## config.mk

```make
export PLATFORM = sky130hd
export DESIGN_NAME = bus_rx_endpoint
export DESIGN_NICKNAME = d
export VERILOG_FILES = /design/src/rtl/bus_rx_endpoint_pkg.sv /design/src/rtl/rx_commit_fifo.sv /design/src/rtl/bus_rx_endpoint.sv
export SDC_FILE = /design/constraint.sdc
export NUM_CORES = 1
export LEC_CHECK = 0
export ABC_AREA = 0
export CAP_MARGIN = 20
export CORE_ASPECT_RATIO = 1.25
export CORE_MARGIN = 1
export CORE_UTILIZATION = 45
export CTS_CLUSTER_DIAMETER = 200
export DETAILED_ROUTE_END_ITERATION = 10
export GPL_TIMING_DRIVEN = 0
export SYNTH_ARGS = -nofsm -noshare
export SYNTH_HDL_FRONTEND = slang
export SYNTH_SLANG_ARGS = --single-unit
```

## constraint.sdc

```tcl
create_clock -name clk -period 2.8 [get_ports clk]
set_input_delay 0.42 -clock clk [delete_from_list [all_inputs] [get_ports clk]]
set_output_delay 0.42 -clock clk [all_outputs]
set_load 0.02 [all_outputs]
```

## src/rtl/bus_rx_endpoint_pkg.sv

```systemverilog
// Shared bus definitions: header layout, node IDs and receive FSM states.
package bus_rx_endpoint_pkg;

    localparam int ID_W = 2;

    // Header byte layout: {dest_id, src_id, len}
    localparam int DEST_HI = 7;
    localparam int DEST_LO = 6;
    localparam int SRC_HI  = 5;
    localparam int SRC_LO  = 4;
    localparam int LEN_HI  = 3;
    localparam int LEN_LO  = 0;

    localparam logic [ID_W-1:0] ID_CTRL = 2'b11;
    localparam logic [ID_W-1:0] ID_SHA  = 2'b01;
    localparam logic [ID_W-1:0] ID_AES  = 2'b00;

    typedef enum logic [2:0] {
        IDLE,
        RECV,
        SKIP,
        DROP,
        RESP_ACK,
        RESP_NACK
    } rx_state_e;

endpackage

```

## src/rtl/rx_commit_fifo.sv

```systemverilog
// Payload FIFO with a staging write pointer that becomes visible only on
// commit, so a truncated frame can be discarded by rewinding.
module rx_commit_fifo #(
    parameter  int DEPTH = 16,
    localparam int AW    = $clog2(DEPTH),
    localparam int PW    = AW + 1
) (
    input  logic          clk,
    input  logic          rst_n,
    input  logic          wr_en_i,
    input  logic [7:0]    wr_data_i,
    input  logic          commit_i,
    input  logic          rewind_i,
    input  logic          pop_i,
    output logic [7:0]    rd_data_o,
    output logic          rd_valid_o,
    output logic [PW-1:0] level_o
);

    logic [7:0]    mem_q [DEPTH];
    logic [PW-1:0] stg_q, stg_d;
    logic [PW-1:0] cmt_q, cmt_d;
    logic [PW-1:0] rd_q,  rd_d;

    assign rd_valid_o = (rd_q != cmt_q);
    assign level_o    = cmt_q - rd_q;
    // Gated so the port reads 0 whenever nothing is committed, including after reset.
    assign rd_data_o  = rd_valid_o ? mem_q[rd_q[AW-1:0]] : 8'h00;

    // Payload storage, written at the staging pointer.
    always_ff @(posedge clk) begin
        if (wr_en_i) begin
            mem_q[stg_q[AW-1:0]] <= wr_data_i;
        end
    end

    // Next pointers; a commit alongside a write includes that final byte.
    always_comb begin
        stg_d = stg_q;
        cmt_d = cmt_q;
        rd_d  = rd_q;
        if (rewind_i) begin
            stg_d = cmt_q;
        end else if (wr_en_i) begin
            stg_d = stg_q + PW'(1);
        end
        if (commit_i) begin
            cmt_d = stg_d;
        end
        if (pop_i && rd_valid_o) begin
            rd_d = rd_q + PW'(1);
        end
    end

    // Pointer registers.
    always_ff @(posedge clk or negedge rst_n) begin
        if (!rst_n) begin
            stg_q <= '0;
            cmt_q <= '0;
            rd_q  <= '0;
        end else begin
            stg_q <= stg_d;
            cmt_q <= cmt_d;
            rd_q  <= rd_d;
        end
    end

endmodule

```

## src/rtl/bus_rx_endpoint.sv

```systemverilog
// Receive endpoint on the shared 8-bit bus: parses frames addressed to
// my_id, stages payload into a commit FIFO and answers with ack/nack.
//
// state     | meaning
// ----------+-----------------------------------------------------------
// IDLE      | waiting for a header byte
// RECV      | storing payload of an accepted frame
// SKIP      | counting payload of a frame for another node
// DROP      | counting payload of an own frame that did not fit
// RESP_ACK  | ack/frame_done cycle; a valid byte here is a new header
// RESP_NACK | nack cycle; a valid byte here is a new header
module bus_rx_endpoint
    import bus_rx_endpoint_pkg::*;
#(
    parameter  int DEPTH = 16,
    parameter  int ID_W  = bus_rx_endpoint_pkg::ID_W,
    localparam int PW    = $clog2(DEPTH) + 1
) (
    input  logic            clk,
    input  logic            rst_n,
    input  logic [ID_W-1:0] my_id,
    input  logic [7:0]      bus_data,
    input  logic            bus_valid,
    output logic            ack,
    output logic            nack,
    output logic            out_valid,
    output logic [7:0]      out_data,
    input  logic            out_ready,
    output logic [ID_W-1:0] frame_src,
    output logic            frame_done,
    output logic            abort,
    output logic [PW-1:0]   level
);

    rx_state_e       state_q, state_d;
    logic [3:0]      cnt_q, cnt_d;
    logic [ID_W-1:0] src_q, src_d;
    logic [ID_W-1:0] frame_src_q, frame_src_d;
    logic            abort_q, abort_d;

    logic            wr_en, commit, rewind;
    logic [ID_W-1:0] hdr_dest, hdr_src;
    logic [3:0]      hdr_len;
    logic [PW-1:0]   free_w;
    logic            fits;

    assign hdr_dest = bus_data[DEST_HI:DEST_LO];
    assign hdr_src  = bus_data[SRC_HI:SRC_LO];
    assign hdr_len  = bus_data[LEN_HI:LEN_LO];
    // Space is judged on the level at header time; pops during the frame are not credited.
    assign free_w   = PW'(DEPTH) - level;
    assign fits     = (free_w >= PW'(hdr_len));

    rx_commit_fifo #(.DEPTH(DEPTH)) u_fifo (
        .clk        (clk),
        .rst_n      (rst_n),
        .wr_en_i    (wr_en),
        .wr_data_i  (bus_data),
        .commit_i   (commit),
        .rewind_i   (rewind),
        .pop_i      (out_ready),
        .rd_data_o  (out_data),
        .rd_valid_o (out_valid),
        .level_o    (level)
    );

    assign ack        = (state_q == RESP_ACK);
    assign frame_done = (state_q == RESP_ACK);
    assign nack       = (state_q == RESP_NACK);
    assign frame_src  = frame_src_q;
    assign abort      = abort_q;

    // Next-state and FIFO control; response states also accept a header so frames can run back to back.
    always_comb begin
        state_d     = state_q;
        cnt_d       = cnt_q;
        src_d       = src_q;
        frame_src_d = frame_src_q;
        abort_d     = 1'b0;
        wr_en       = 1'b0;
        commit      = 1'b0;
        rewind      = 1'b0;
        unique case (state_q)
            IDLE, RESP_ACK, RESP_NACK: begin
                state_d = IDLE;
                if (bus_valid) begin
                    cnt_d = hdr_len;
                    src_d = hdr_src;
                    if (hdr_dest != my_id) begin
                        state_d = (hdr_len == 4'd0) ? IDLE : SKIP;
                    end else if (fits) begin
                        if (hdr_len == 4'd0) begin
                            state_d     = RESP_ACK;
                            frame_src_d = hdr_src;
                        end else begin
                            state_d = RECV;
                        end
                    end else begin
                        state_d = (hdr_len == 4'd0) ? RESP_NACK : DROP;
                    end
                end
            end
            RECV: begin
                if (bus_valid) begin
                    wr_en = 1'b1;
                    if (cnt_q == 4'd1) begin
                        commit      = 1'b1;
                        frame_src_d = src_q;
                        state_d     = RESP_ACK;
                    end else begin
                        cnt_d = cnt_q - 4'd1;
                    end
                end else begin
                    rewind  = 1'b1;
                    abort_d = 1'b1;
                    state_d = IDLE;
                end
            end
            SKIP, DROP: begin
                if (bus_valid) begin
                    if (cnt_q == 4'd1) begin
                        state_d = (state_q == DROP) ? RESP_NACK : IDLE;
                    end else begin
                        cnt_d = cnt_q - 4'd1;
                    end
                end else begin
                    state_d = IDLE;
                end
            end
            default: state_d = IDLE;
        endcase
    end

    // FSM and frame bookkeeping registers.
    always_ff @(posedge clk or negedge rst_n) begin
        if (!rst_n) begin
            state_q     <= IDLE;
            cnt_q       <= '0;
            src_q       <= '0;
            frame_src_q <= '0;
            abort_q     <= 1'b0;
        end else begin
            state_q     <= state_d;
            cnt_q       <= cnt_d;
            src_q       <= src_d;
            frame_src_q <= frame_src_d;
            abort_q     <= abort_d;
        end
    end

endmodule

```

# After elaboration in Yosys (flattened, before gate mapping)
# Memories as Yosys holds them, arrays and structs flattened.
# Cells that the tools add are included.
# totals
ff_bits	27
mem_bits_rw	128
input_bits	14
output_inout_bits	20
word_cells	80
memories	1
# mem_list
name	words	word_bits	read_ports	rd_clocked_by_memory_dff	wr	line	rtl
u_fifo.mem_q	16	8	1	0	1	rx_commit_fifo.sv:20	logic [7:0] mem_q [DEPTH];
# classes
add_sub_neg	5
order_cmp	1
eq_ne	18
muxes	35
reduce_logical	12
# ops
operator	n
two-way mux 3 bit	10
two-way mux 2 bit	7
inequality test 2 bit (second input constant)	7
two-way mux 4 bit	3
adder 5 x 1 -> 5 bit (second input constant)	2
two-way mux 5 bit	2
two-way mux 1 bit	9
one-hot mux 3 bit (3 select lines)	1
two-way mux 8 bit	1
one-hot mux 4 bit (2 select lines)	1
AND reduction 7 bit	1
equality test 3 x 2 -> 1 bit (second input constant)	2
equality test 3 bit (second input constant)	2
inequality test 3 bit (second input constant)	2
OR reduction 3 bit	2
>= comparator 5 x 4 -> 1 bit	1
inequality test 5 bit	1
subtractor 5 bit	1
subtractor 5 bit (first input constant)	1
equality test 4 x 1 -> 1 bit (second input constant)	1
zero test 4 bit	1
one-hot mux 2 bit (2 select lines)	1
AND reduction 2 bit	2
AND reduction 4 bit	1
8 further kinds	9

# Logic depth before layout (Yosys ltp)
# depth
depth_word	7
mapped_depth	12
mapped_depth_nobuf	11

# Modules after synthesis
# From an unflattened synthesis, not the netlist that was laid out.
# hier_totals
cells_unflattened	413
area_unflattened_um2	6862.8
# by_module_without_submodules
mod	n_inst	cells_each	area_each_um2	seq_area_each_um2
rx_commit_fifo	1	319	5975.7	4219.0
bus_rx_endpoint	1	94	887.1	300.3

# Least setup slack after synthesis
# OpenSTA, ideal clock, no wires.
# synth_timing
kind	register to register
start	register u_fifo.rd_q[2]
end	register state_q[1]
setup_ns	0.092
arrival_ns	3.093
t_required_ns	2.708
path_slack_ns	-0.385
stages_incl_launch_ff	13
n_path_buf	1
period_less_slack_ns	3.185
path_cell_list	dfrtp_1 -> clkbuf_1 -> inv_2 -> ha_1 -> nand2_1 -> o21ai_1 -> xor2_1 -> xor2_1 -> ha_1 -> a21oi_1 -> o21ai_0 -> or2_1 -> o31ai_2
# synth_between
elab_chain_len	7
# synth_lines
item	line	rtl
from (decl)	rx_commit_fifo.sv:23	logic [PW-1:0] rd_q, rd_d;
from (signal assigned)	rx_commit_fifo.sv:64	rd_q <= rd_d;
subtractor 5 bit	rx_commit_fifo.sv:26	assign level_o = cmt_q - rd_q;
via level[3]	bus_rx_endpoint.sv:32	output logic [PW-1:0] level
subtractor 5 bit	bus_rx_endpoint.sv:51	assign free_w = PW'(DEPTH) - level;
>= comparator 5 x 4 -> 1 bit	bus_rx_endpoint.sv:52	assign fits = (free_w >= PW'(hdr_len));
two-way mux 3 bit	bus_rx_endpoint.sv:91	end else if (fits) begin
two-way mux 3 bit	bus_rx_endpoint.sv:89	if (hdr_dest != my_id) begin
two-way mux 3 bit	bus_rx_endpoint.sv:86	if (bus_valid) begin
one-hot mux 3 bit (3 select lines)	bus_rx_endpoint.sv:83	unique case (state_q)
to (signal assigned)	bus_rx_endpoint.sv:143	state_q <= state_d;
to (decl)	bus_rx_endpoint.sv:35	rx_state_e state_q, state_d;
# The timed path passes the listed nets, and every way through them passes these cells.
# A chain may end at the register's enable or synchronous reset.

# Worst setup path in the final report
# layout_timing
start	register u_fifo.rd_q[0]
end	register state_q[1]
# layout_between
elab_chain_len	7
# layout_lines
item	line
subtractor 5 bit	rx_commit_fifo.sv:26
subtractor 5 bit	bus_rx_endpoint.sv:51
>= comparator 5 x 4 -> 1 bit	bus_rx_endpoint.sv:52
two-way mux 3 bit	bus_rx_endpoint.sv:91
two-way mux 3 bit	bus_rx_endpoint.sv:89
two-way mux 3 bit	bus_rx_endpoint.sv:86
one-hot mux 3 bit (3 select lines)	bus_rx_endpoint.sv:83
# Every way passes these cells.

==> metrics.yaml <==
tritoncts: "yes"
sequential_cell_area_sq_um: 4519
p_int_w: 0.005822
postSynthAreaPerCell_sq_um: 15.96
timing.max_cap.violations: 0
post-synth-top-count-cell: "sky130_fd_sc_hd__edfxtp_1"
switching_share_pct: 35.94
rr_worst_depth: 10
leakagePower_nw: 2.921
final_layout_size_suffix_gt1_share_pct: 27.42
tritoncts_num_sinks: 155
groute.layer.met3.usage_pct: 3.746
grt.met2_usage_pct: 36.12
asyncSetResetFlopFracSynth_pct: 17.42
unrepaired_setup_endpoints_after_global_routing: "yes"
drt_pass1_iterations: 7
post_synth_main_area_contributors: "sky130_fd_sc_hd__edfxtp_1, sky130_fd_sc_hd__mux4_2, sky130_fd_sc_hd__dfrtp_1"
violations: "design-rule violations"
clockBufferDepth: 2
finalHoldViolCount: 0
multi_input_gate_area_sq_um: 2228
width_of_the_chip_um: 112.2
timing.fmax_ghz: 0.3656
holdCritPathClass: "input port to asynchronous set/reset pin"
power_frac_seq_pct: 31.1
initialDrtViolationCount: 242
tritoncts.num_buffers: 17
critical_path.endpoint_type: "register"
ioPinCount: 34
post-route-drc-count: 2
setup_viol: 0
io_buffers: 33
synthesis.area_sq_um: 6832
ff2ff_setup_slack_ps: 60
ys_top_cells_by_count: "sky130_fd_sc_hd__edfxtp_1, sky130_fd_sc_hd__nand2_1, sky130_fd_sc_hd__mux4_2"
power-per-cell-area_nw_per_um2: 1104
fp.coreArea_sq_um: 14890
slew_headroom_pct: 36.52
place.detailed.hpwl_mm: 9.938
worstSkewPairLatency_ps: 420
postCtsHoldBufs: 0
dr_vias: 3873
end_point_of_the_critical_path: "state_q[1]$_DFFE_PN0P_"
synth-edff-count: 128
groute.layer.met1.usage_pct: 24.22
regToRegStartpoint: "u_fifo.rd_q[0]$_DFFE_PN0P_"
grt_usage_pct: 20.08
grt_first_pass_wirelength_mm: 22.78
initial_utilization_pct: 45.88
number_of_global_route_vias_before_repair: 4040
yosysTopAreaCell: "sky130_fd_sc_hd__edfxtp_1"
combinationalPowerShare_pct: 43.9
layout_min_cycle_time_ps: 2735
fill_cells: 1205
final_nets: 526
synth_top_cell_area_share_pct: 56.26
route.antenna.remaining_nets: 0
antenna_cells_inserted: 0
synth-seq-area-share_pct: 66.15
globalRoute.busiestLayer: "met2"
postRouteWirelength_mm: 14.59
place.gp.congestion: 0.7467
whs_ps: 419.0
ir_drop_mv: 0.8832
post_synth_num_cell_types: 51
synth_nets: 459
synth_cells: 428
die-height_um: 139.8
globalRoute.totalOverflow: 0
antenna_found_initial: 0
die-area_sq_um: 15680
crit_path_max_fanout: 5
detail_route.vias_per_cell: 5.621
tightestPinTransition_ps: 949.2
worst-setup-path-type: "register to register"
worst_setup_hold_path_clk_slew_ps: 60
postSynth.topFlopCell: "sky130_fd_sc_hd__edfxtp_1"
finClkSkew_ps: 10.21
status: "finished with violations"
setup_tns_ps: 0
routed_wire_length_per_instance_um: 21.17
report.final.slew_viol_count: 0
layout_worst_path_cycle_share_pct: 97.69
synth_seq_cells: 155
power.net_switching_w: 0.003267
buffer_cell_driving_the_clock_tree_root: "sky130_fd_sc_hd__clkbuf_16"
arrival_time_reported_for_the_critical_path_endpoint_ps: 3060
area.growth.synth_to_final_pct: 20.46
placementRows: 50
critical_path.startpoint_type: "register"
startpoint: "u_fifo.rd_q[0]$_DFFE_PN0P_"
h-tree-depth: 4
total_of_warnings_raised_by_yosys: 0
critical_path.reg2reg.endpoint: "state_q[1]$_DFFE_PN0P_"
maximum_number_of_pins_on_one_net_before_global_route_repair: 20
clockPowerShare_pct: 25.0
worst_ep_required_time_ps: 3120
## placed cells by master, fill, tap and decap left out, types with 3 or more instances in the layout
cell and count:
sky130_fd_sc_hd__a211oi_1 7, sky130_fd_sc_hd__a21oi_1 10, sky130_fd_sc_hd__a31oi_1 3, sky130_fd_sc_hd__and3_1 9
sky130_fd_sc_hd__buf_2 10, sky130_fd_sc_hd__buf_4 19, sky130_fd_sc_hd__buf_8 3, sky130_fd_sc_hd__clkbuf_1 3
sky130_fd_sc_hd__clkbuf_16 17, sky130_fd_sc_hd__clkdlybuf4s50_1 21, sky130_fd_sc_hd__clkinvlp_4 6, sky130_fd_sc_hd__dfrtp_1 27
sky130_fd_sc_hd__dlygate4sd2_1 3, sky130_fd_sc_hd__edfxtp_1 128, sky130_fd_sc_hd__ha_1 13, sky130_fd_sc_hd__inv_1 14
sky130_fd_sc_hd__inv_6 4, sky130_fd_sc_hd__inv_8 3, sky130_fd_sc_hd__mux2_2 9, sky130_fd_sc_hd__mux2i_1 10
sky130_fd_sc_hd__mux4_2 32, sky130_fd_sc_hd__nand2_1 33, sky130_fd_sc_hd__nand2b_1 5, sky130_fd_sc_hd__nand3_1 11
sky130_fd_sc_hd__nor2_1 23, sky130_fd_sc_hd__nor3_1 6, sky130_fd_sc_hd__nor3b_1 3, sky130_fd_sc_hd__o21ai_0 11
sky130_fd_sc_hd__xnor2_1 6, sky130_fd_sc_hd__xor2_1 6
## per-stage QoR
step	cell area, sq um	power (W)	setup WS (ps)	util [%]	instances
6_report	8229	0.009089	64.68	55.27	689
5_1_grt	8229	0.009589	-84.12	55.27	689
4_1_cts	8174	0.009007	-0.9961	54.90	684
3_5_place_dp	7466	0.006588	-433.3	50.14	648
3_3_place_gp	7408	0.006518	-407.7	49.76	643
2_1_floorplan	6850	0.005351	25.35	-	428
## per-layer routing
layer  wire, um  up-vias  share of wire, %
met5          0        -                 0
met4        244        0               1.7
met3        588       20               4.0
met2       7906       96                54
met1       5848     1984                40
li1           -     1773                 -
## worst max-delay path, cell delays in order (launching register included)
cell and delay [ps]:
sky130_fd_sc_hd__dfrtp_1 430, sky130_fd_sc_hd__ha_2 240, sky130_fd_sc_hd__fa_2 440, sky130_fd_sc_hd__xor2_4 190, sky130_fd_sc_hd__nand3_1 120, sky130_fd_sc_hd__xor2_1 180, sky130_fd_sc_hd__ha_1 290, sky130_fd_sc_hd__a21oi_1 180
sky130_fd_sc_hd__o21ai_2 130, sky130_fd_sc_hd__or2_4 270, sky130_fd_sc_hd__o31ai_2 160
## cell families (layout without fill, tap and decap cells)
group / count (synthesis) / after routing / share of synthesized area, %
buffers and inverters: 35 / 114 / 2.491
muxes: 51 / 51 / 13.50
DFF: 155 / 155 / 66.15
and+or+nand+nor: 111 / 111 / 8.590
xor gates and xnor gates: 15 / 15 / 2.033
AOI/OAI and AO/OA: 44 / 44 / 4.011
adders and majority gates: 17 / 17 / 3.223
## worst min path at each step
stage / from / endpoint / slack (ps) / depth (start not counted)
finish: rst_n / src_q[0]$_DFFE_PN0P_ / 420 / 1
global placement: src_q[1]$_DFFE_PN0P_ / src_q[1]$_DFFE_PN0P_ / 480 / 1
detailed placement: src_q[0]$_DFFE_PN0P_ / src_q[0]$_DFFE_PN0P_ / 490 / 1
CTS: rst_n / src_q[0]$_DFFE_PN0P_ / 440 / 1
global route: rst_n / src_q[0]$_DFFE_PN0P_ / 480 / 1
floorplan: rst_n / abort$_DFF_PN0_ / 120 / 0
## power by group through the flow
stage | clock network (W) | registers [W] | logic, W
6_report | 0.00227 | 0.00282 | 0.00399
5_1_grt | 0.00241 | 0.00284 | 0.00433
4_1_cts | 0.00231 | 0.00282 | 0.00388
3_5_place_dp | 0 | 0.00286 | 0.00373
3_3_place_gp | 0 | 0.00285 | 0.00366
2_1_floorplan | 0 | 0.00284 | 0.00251
## area by class of cell
cell class / instances / share of cell area, %
clock buffer: 17 / 5.170
inverter: 17 / 0.9731
tap: 182 / 2.767
sequential: 155 / 54.92
timing repair buffer: 48 / 5.246
multi-input combinational: 238 / 27.08
clock inverter: 14 / 1.992
buffer: 18 / 1.855
## state kept, by name (all words and copies together) (netlist names), 2 cells and up
name / count
u_fifo.stg_q: 5
state_q: 3
u_fifo.mem_q: 128
src_q: 2
u_fifo.rd_q: 5
cnt_q: 4
u_fifo.cmt_q: 5
frame_src: 2
## what timing repair did
action | 4_1_cts | 5_1_grt
resized for setup | 63 | 18
setup buffers | 5 | 5
endpoints found under the setup margin | 16 | 13
pin swaps | 4 | 4
Note: power is estimated with default switching activity, not from simulation.
